File: src/rtl/bp_table.sv
// bp_table: compacted breakpoint table for the PDU debug path.
// Holds up to DEPTH addresses in insertion order (valid = index < bp_count).
// It compares every entry against the committed PC each cycle and raises a
// registered hit pulse. Supports add, delete-by-address and clear commands,
// with optional one-shot removal of an entry when it hits.
module bp_table #(
  parameter int DEPTH   = 8,
  parameter int AW      = 32,
  parameter int ONESHOT = 1,
  localparam int CW     = $clog2(DEPTH + 1),
  localparam int IW     = $clog2(DEPTH)
) (
  input  logic          clk,
  input  logic          rst,
  input  logic [AW-1:0] bp_addr,
  input  logic          bp_we,
  input  logic          bp_del,
  input  logic          bp_clear,
  input  logic [AW-1:0] pc,
  input  logic          pc_valid,
  output logic          hit,
  output logic [IW-1:0] hit_idx,
  output logic [AW-1:0] hit_addr,
  output logic [CW-1:0] bp_count,
  output logic          full,
  output logic          empty,
  output logic          op_done,
  output logic          op_err
);

  logic [AW-1:0] entry_q [DEPTH];
  logic [AW-1:0] entry_d [DEPTH];
  logic [CW-1:0] count_q, count_d;
  logic          hit_q, hit_d;
  logic [IW-1:0] hit_idx_q, hit_idx_d;
  logic [AW-1:0] hit_addr_q, hit_addr_d;
  logic          op_done_q, op_done_d;
  logic          op_err_q, op_err_d;

  logic [DEPTH-1:0] match;
  logic             any_match;
  logic [IW-1:0]    match_idx;
  logic [AW-1:0]    match_addr;
  logic [DEPTH-1:0] addr_eq;
  logic             addr_found;
  logic [IW-1:0]    addr_idx;
  logic             full_w;
  logic             rm_en;
  logic [IW-1:0]    rm_idx;

  assign full_w = (count_q == CW'(DEPTH));

  // PC compare and bp_addr lookup against the valid entries, lowest index wins
  always_comb begin
    match      = '0;
    addr_eq    = '0;
    match_idx  = '0;
    match_addr = '0;
    addr_idx   = '0;
    for (int k = 0; k < DEPTH; k++) begin
      match[k]   = pc_valid && (CW'(k) < count_q) && (entry_q[k] == pc);
      addr_eq[k] = (CW'(k) < count_q) && (entry_q[k] == bp_addr);
    end
    // Scan downwards so the last assignment is the lowest set index.
    for (int k = DEPTH - 1; k >= 0; k--) begin
      if (match[k]) begin
        match_idx  = IW'(k);
        match_addr = entry_q[k];
      end
      if (addr_eq[k]) begin
        addr_idx = IW'(k);
      end
    end
    any_match  = |match;
    addr_found = |addr_eq;
  end

  // Next table state: clear > one-shot removal > delete > add, one update per edge
  always_comb begin
    for (int k = 0; k < DEPTH; k++) begin
      entry_d[k] = entry_q[k];
    end
    count_d    = count_q;
    hit_d      = any_match;
    hit_idx_d  = any_match ? match_idx : hit_idx_q;
    hit_addr_d = any_match ? match_addr : hit_addr_q;
    op_done_d  = bp_we | bp_del | bp_clear;
    op_err_d   = 1'b0;
    rm_en      = 1'b0;
    rm_idx     = '0;

    if (bp_clear) begin
      for (int k = 0; k < DEPTH; k++) begin
        entry_d[k] = '0;
      end
      count_d = '0;
    end else if ((ONESHOT != 0) && any_match) begin
      // The hit consumes this edge's update slot; any command is dropped.
      rm_en    = 1'b1;
      rm_idx   = match_idx;
      count_d  = count_q - CW'(1);
      op_err_d = op_done_d;
    end else if (bp_del) begin
      if (addr_found) begin
        rm_en   = 1'b1;
        rm_idx  = addr_idx;
        count_d = count_q - CW'(1);
      end else begin
        op_err_d = 1'b1;
      end
    end else if (bp_we) begin
      if (addr_found || full_w) begin
        op_err_d = 1'b1;
      end else begin
        for (int k = 0; k < DEPTH; k++) begin
          if (CW'(k) == count_q) begin
            entry_d[k] = bp_addr;
          end
        end
        count_d = count_q + CW'(1);
      end
    end

    // Compaction: everything above the removed slot moves down one place,
    // and the slot vacated at the top is zeroed.
    if (rm_en) begin
      for (int k = 0; k < DEPTH; k++) begin
        if (IW'(k) >= rm_idx) begin
          if ((k < DEPTH - 1) && (CW'(k + 1) < count_q)) begin
            entry_d[k] = entry_q[(k < DEPTH - 1) ? k + 1 : k];
          end else begin
            entry_d[k] = '0;
          end
        end
      end
    end
  end

  // State registers with asynchronous active-low reset
  always_ff @(posedge clk or negedge rst) begin
    if (!rst) begin
      for (int k = 0; k < DEPTH; k++) begin
        entry_q[k] <= '0;
      end
      count_q    <= '0;
      hit_q      <= 1'b0;
      hit_idx_q  <= '0;
      hit_addr_q <= '0;
      op_done_q  <= 1'b0;
      op_err_q   <= 1'b0;
    end else begin
      for (int k = 0; k < DEPTH; k++) begin
        entry_q[k] <= entry_d[k];
      end
      count_q    <= count_d;
      hit_q      <= hit_d;
      hit_idx_q  <= hit_idx_d;
      hit_addr_q <= hit_addr_d;
      op_done_q  <= op_done_d;
      op_err_q   <= op_err_d;
    end
  end

  assign hit      = hit_q;
  assign hit_idx  = hit_idx_q;
  assign hit_addr = hit_addr_q;
  assign bp_count = count_q;
  assign full     = full_w;
  assign empty    = (count_q == '0);
  assign op_done  = op_done_q;
  assign op_err   = op_err_q;

endmodule

File: config.mk
export PLATFORM = sky130hd
export DESIGN_NAME = bp_table
export DESIGN_NICKNAME = d
export VERILOG_FILES = /design/src/rtl/bp_table.sv
export SDC_FILE = /design/constraint.sdc
export NUM_CORES = 2
export LEC_CHECK = 0
export CELL_PAD_IN_SITES_DETAIL_PLACEMENT = 0
export CELL_PAD_IN_SITES_GLOBAL_PLACEMENT = 1
export CORE_MARGIN = 2
export CORE_UTILIZATION = 35
export DETAILED_ROUTE_END_ITERATION = 10
export PLACE_DENSITY_LB_ADDON = 0.1
export REMOVE_ABC_BUFFERS = 1
export SLEW_MARGIN = 10
export SYNTH_ARGS = -nofsm -noshare
export SYNTH_HDL_FRONTEND = slang
export SYNTH_SLANG_ARGS = --single-unit
export TNS_END_PERCENT = 100
File: constraint.sdc
create_clock -name clk -period 5.2 [get_ports clk]
set_input_delay 1.04 -clock clk [delete_from_list [all_inputs] [get_ports clk]]
set_output_delay 1.04 -clock clk [all_outputs]
set_load 0.02 [all_outputs]
# Yosys cells after proc, flatten, opt, wreduce, memory -nomap -nowiden
# Cells that the tools add are included.
[totals]
out_inout_bits = 44
word_cells = 163
inputBits = 70
regBits = 298
[classes]
n_lt_le_gt_ge = 16
bitwise = 2
n_eq_ne = 26
reduce_logical = 30
n_addsub = 2
mux = 73
[op_table]
columns = ["cell", "n"]
rows = [
  ["256-bit two-way mux", 6],
  ["32-bit two-way mux", 31],
  ["32-bit == test", 16],
  ["3-bit two-way mux", 20],
  ["1-bit logical AND", 24],
  ["4-bit two-way mux", 6],
  ["3-bit by 4-bit == test with 1-bit output (first input constant)", 4],
  ["3-bit by 4-bit < comparator with 1-bit output (first input constant)", 4],
  ["8-bit OR reduction", 2],
  ["3-bit >= comparator (first input constant)", 4],
  ["1-bit two-way mux", 10],
  ["2-bit by 4-bit == test with 1-bit output (first input constant)", 2],
  ["1-bit by 4-bit < comparator with 1-bit output (first input constant)", 2],
  ["2-bit by 4-bit < comparator with 1-bit output (first input constant)", 2],
  ["1-bit by 3-bit >= comparator with 1-bit output (first input constant)", 2],
  ["2-bit by 3-bit >= comparator with 1-bit output (first input constant)", 2],
  ["4-bit by 1-bit adder with 4-bit output (second input constant)", 1],
  ["1-bit by 4-bit == test with 1-bit output (first input constant)", 1],
  ["4-bit == test (second input constant)", 1],
  ["4-bit zero test", 1],
  ["4-bit by 1-bit inequality test with 1-bit output (second input constant)", 1],
  ["4-bit inequality test (second input constant)", 1],
  ["4-bit nonzero test", 1],
  ["4-bit by 1-bit subtractor with 4-bit output (second input constant)", 1],
  ["other kinds (3)", 4],
]

# Longest topological paths before layout
[logic_depth]
word_depth = 17
depth_mapped = 16
mapped_depth_nobuf = 12

# Worst setup path before layout
# No wires, ideal clock.
[synth_timing]
path_kind = "input -> register"
start = "input port bp_addr[2]"
end = "register entry_q[162] (netlist bit)"
path_slack_ns = 1.043
path_buffers = 3
path_stages = 12
setup_ns = 0.142
required_ns = 5.058
t_arrival_ns = 4.015
cell_sequence = "clkbuf_1 xnor2_1 nand4_1 or4_1 nor4_1 or4_1 a31oi_1 nand2_1 clkbuf_1 nor3b_1 clkbuf_1 o32ai_1"
[synth_rtl]
columns = ["item", "line", "rtl"]
rows = [
  ["start: declaration", "15", "input logic [AW-1:0] bp_addr,"],
  ["end signal: indexed assignment", "153", "entry_q[k] <= entry_d[k];"],
  ["end: declaration", "31", "logic [AW-1:0] entry_q [DEPTH];"],
]

==> results.sh <==
export IMPL_routedWlPerCell_um=35.6
export IMPL_stdcell_count=3857
export IMPL_vdd_drop_max_uv=205
export IMPL_maxCapViolCount=0
export IMPL_cp_arrival_ns=5.46
export IMPL_vias=25203
export IMPL_cts_root_buf="clkbuf_16"
export IMPL_tightest_slew_ns=1.07
export IMPL_startpoint="pc[6]"
export IMPL_r2r_end="entry_q[161]"
export IMPL_clock_path_buffers=3
export IMPL_dp_slack_ns=-0.240
export IMPL_fillers=7025
export IMPL_multi_input_area_sq_mm=0.0158
export IMPL_dp_cells=3784
export IMPL_postCtsSetupRepairBufs=0
export IMPL_critPathMaxFanout=32
export IMPL_slew_limit_headroom=0.287
export IMPL_layout_setup_ws_ns=0.204
export IMPL_h_tree_depth=2
export IMPL_path_clk_slew_ns=0.06
export IMPL_hp_class="reg2reg"
export IMPL_yosysWarnings=0
export IMPL_avgSynthCellArea_sq_um=8.86
export IMPL_top_level_ports=114
export IMPL_hold_violations=0
export IMPL_synthDistinctLibCells=81
export IMPL_antenna_found_initial=2
export IMPL_numCtsBuffers=39
export IMPL_timing_rr_start="bp_count[0]"
export IMPL_area_delta_synth_final_pct=18.7
export IMPL_cp_required_ns=5.66
export IMPL_cts_tree="yes"
export IMPL_io_buffers=113
export IMPL_dp_hpwl_um=100000
export IMPL_clock_fmax_mhz=200
export IMPL_finalCriticalPeriod_ns=5.00
export IMPL_core_sq_mm=0.0711
export IMPL_setup_viol=0
export IMPL_synth_area_sq_mm=0.0250
export IMPL_hold_buffers=0
export IMPL_power_leakage_uw=0.0118
export IMPL_die_area_sq_mm=0.0737
export IMPL_ys_ff_latch=298
export IMPL_slew_violations=0
export IMPL_rr_worst_depth=14
export IMPL_criticalPathCategory="in2reg"
export IMPL_drtIter0Drc=3252
export IMPL_start_kind="input port"
export IMPL_p_sw_uw=2300
export IMPL_synth_edf_count=0
export IMPL_initial_utilization=0.352
export IMPL_worstSetupEndpoint="entry_q[57]"
export IMPL_clock_skew_ns=0.0272
export IMPL_grt_pass1_wl_um=192000
export IMPL_fin_crit_sh=0.961
export IMPL_wl_um=137000
export IMPL_syn_inst=2826
export IMPL_ant_nets=0
export IMPL_die_w_um=271
export IMPL_final_seq_area_sq_mm=0.00746
export IMPL_setup_worst_path_end_class="flop"
export IMPL_status="finished clean"
export IMPL_hp_start="hit_idx[0]"
export IMPL_yosysSeqAreaShare=0.298
export IMPL_grt_overflow_total=0
export IMPL_clk_insertion_delay_late_ns=0.58
export IMPL_ys_flop_type="dfrtp_1"
export IMPL_clkPwrFrac=0.408
export IMPL_async_reset_ff_frac=1.00
export IMPL_share_comb_of_total_power=0.219
export IMPL_groute_usage_overall=0.362
export IMPL_grt_pass1_vias=24682
export IMPL_nNetsFinal=2950
export IMPL_regToRegSetupSlack_ns=0.50
export IMPL_grt_max_degree=104
export IMPL_first_pass_iters=10
export IMPL_rsz0062_at_grt="no"
export IMPL_final_layout_size_suffix_gt1_frac=0.122
export IMPL_cts_resized=0
export IMPL_intPower_uw=4520
export IMPL_drcViolationCount=0
export IMPL_via_per_inst=6.53
export IMPL_clock_sinks=298
export IMPL_place_congestion=1.04
export IMPL_switching_share=0.337
export IMPL_rows=98
export IMPL_final_core_util=0.418
export IMPL_powerDensity_mw_per_mm2=230
export IMPL_seq_power_share=0.373
export IMPL_die_height_um=271
registers in the layout (all words and copies together), names as in the netlist:
| signal | cells |
|---|---|
| hit_idx | 3 |
| hit_addr | 32 |
| bp_count | 4 |
| op_err | 1 |
| hit | 1 |
| op_done | 1 |
| entry_q | 256 |
worst min path at each step:
stage / endpoint / cells after the start
3_5_place_dp: hit_idx[0] / 1
5_1_grt: hit_idx[0] / 1
2_1_floorplan: entry_q[69] / 1
3_3_place_gp: hit_idx[1] / 1
6_report: hit_idx[0] / 1
4_1_cts: hit_idx[0] / 1
layer usage:
| metal | GRT usage | share of wire |
|---|---|---|
| met1 | 0.516 | 0.44 |
| met2 | 0.545 | 0.43 |
| met3 | 0.0552 | 0.081 |
| met4 | 0.150 | 0.047 |
| met5 | 0 | 0.000088 |
power groups by stage:
stage | logic [uW] | registers (uW) | clock network, uW
finish | 1490 | 2540 | 2780
global route | 1550 | 2540 | 2910
CTS | 1450 | 2530 | 2810
detailed placement | 1450 | 2570 | 0
global placement | 1450 | 2570 | 0
floorplan | 641 | 2510 | 0
cell usage in the layout, fill, tap and decap left out, types with 69 or more instances in the layout:
cell,n
nor2b_1,98
xnor2_1,341
clkdlybuf4s50_1,111
nor4_1,78
nand2_1,130
mux2i_1,195
nand3_1,69
xor2_1,168
buf_4,177
dfrtp_1,297
inv_1,101
nand4_1,192
critical path, cell delays in order:
cell and delay (ns):
clkdlybuf4s50_1 0.73, buf_4 0.32, xnor2_1 0.21, nand4_1 0.14
nor4_2 0.67, nand3_1 0.27, a221o_1 0.42, a311oi_2 0.36
buf_4 0.22, a211oi_4 0.06, buf_4 0.18, or2_1 0.25
buf_12 0.18, o32ai_1 0.32
stage by stage:
stage                     area (sq um)  hold WS [ns]  TNS (ns)  power (uW)
final                            29700         0.481         0        6820
after global routing             29700         0.509         0        7000
after CTS                        29700         0.486         0        6800
after detailed placement         28400         0.472    -17.69        4020
after global placement           28400         0.466    -20.74        4020
after floorplan                  23600         0.545   -511.69        3150
kinds of logic after synthesis:
| logic type | count (synthesis) | share of synthesized area |
|---|---|---|
| buf+inv | 437 | 0.0733 |
| xor+xnor | 509 | 0.178 |
| flops | 298 | 0.298 |
| mux | 227 | 0.0931 |
| simple gates | 792 | 0.178 |
| compound gates | 558 | 0.177 |
| fa+ha+maj | 5 | 0.00250 |
synth_stat cells (33+ instances only):
cell / count / area [sq um]
nand3_1: 69 / 345
buf_2: 56 / 280
nor2_1: 69 / 259
nor2b_1: 98 / 613
o32ai_1: 64 / 561
mux2i_1: 195 / 1950
o21a_1: 64 / 480
xor2_1: 168 / 1470
inv_1: 101 / 379
a21oi_1: 37 / 185
o22ai_1: 33 / 206
o31ai_1: 65 / 488
nand2_1: 131 / 492
nor3_1: 58 / 290
dfrtp_1: 298 / 7460
xnor2_1: 341 / 2990
nor4_1: 80 / 500
clkbuf_1: 231 / 867
nand4_1: 192 / 1200
layout make-up:
class,instances,share of cell area
Tap cell,950,0.0400
Sequential cell,298,0.251
Inverter,103,0.0130
Clock buffer,57,0.0396
Clock inverter,14,0.00409
Timing Repair Buffer,342,0.118
Antenna cell,2,0.000169
Multi-Input combinational cell,2091,0.534
Note: power is estimated with default switching activity, not from simulation.
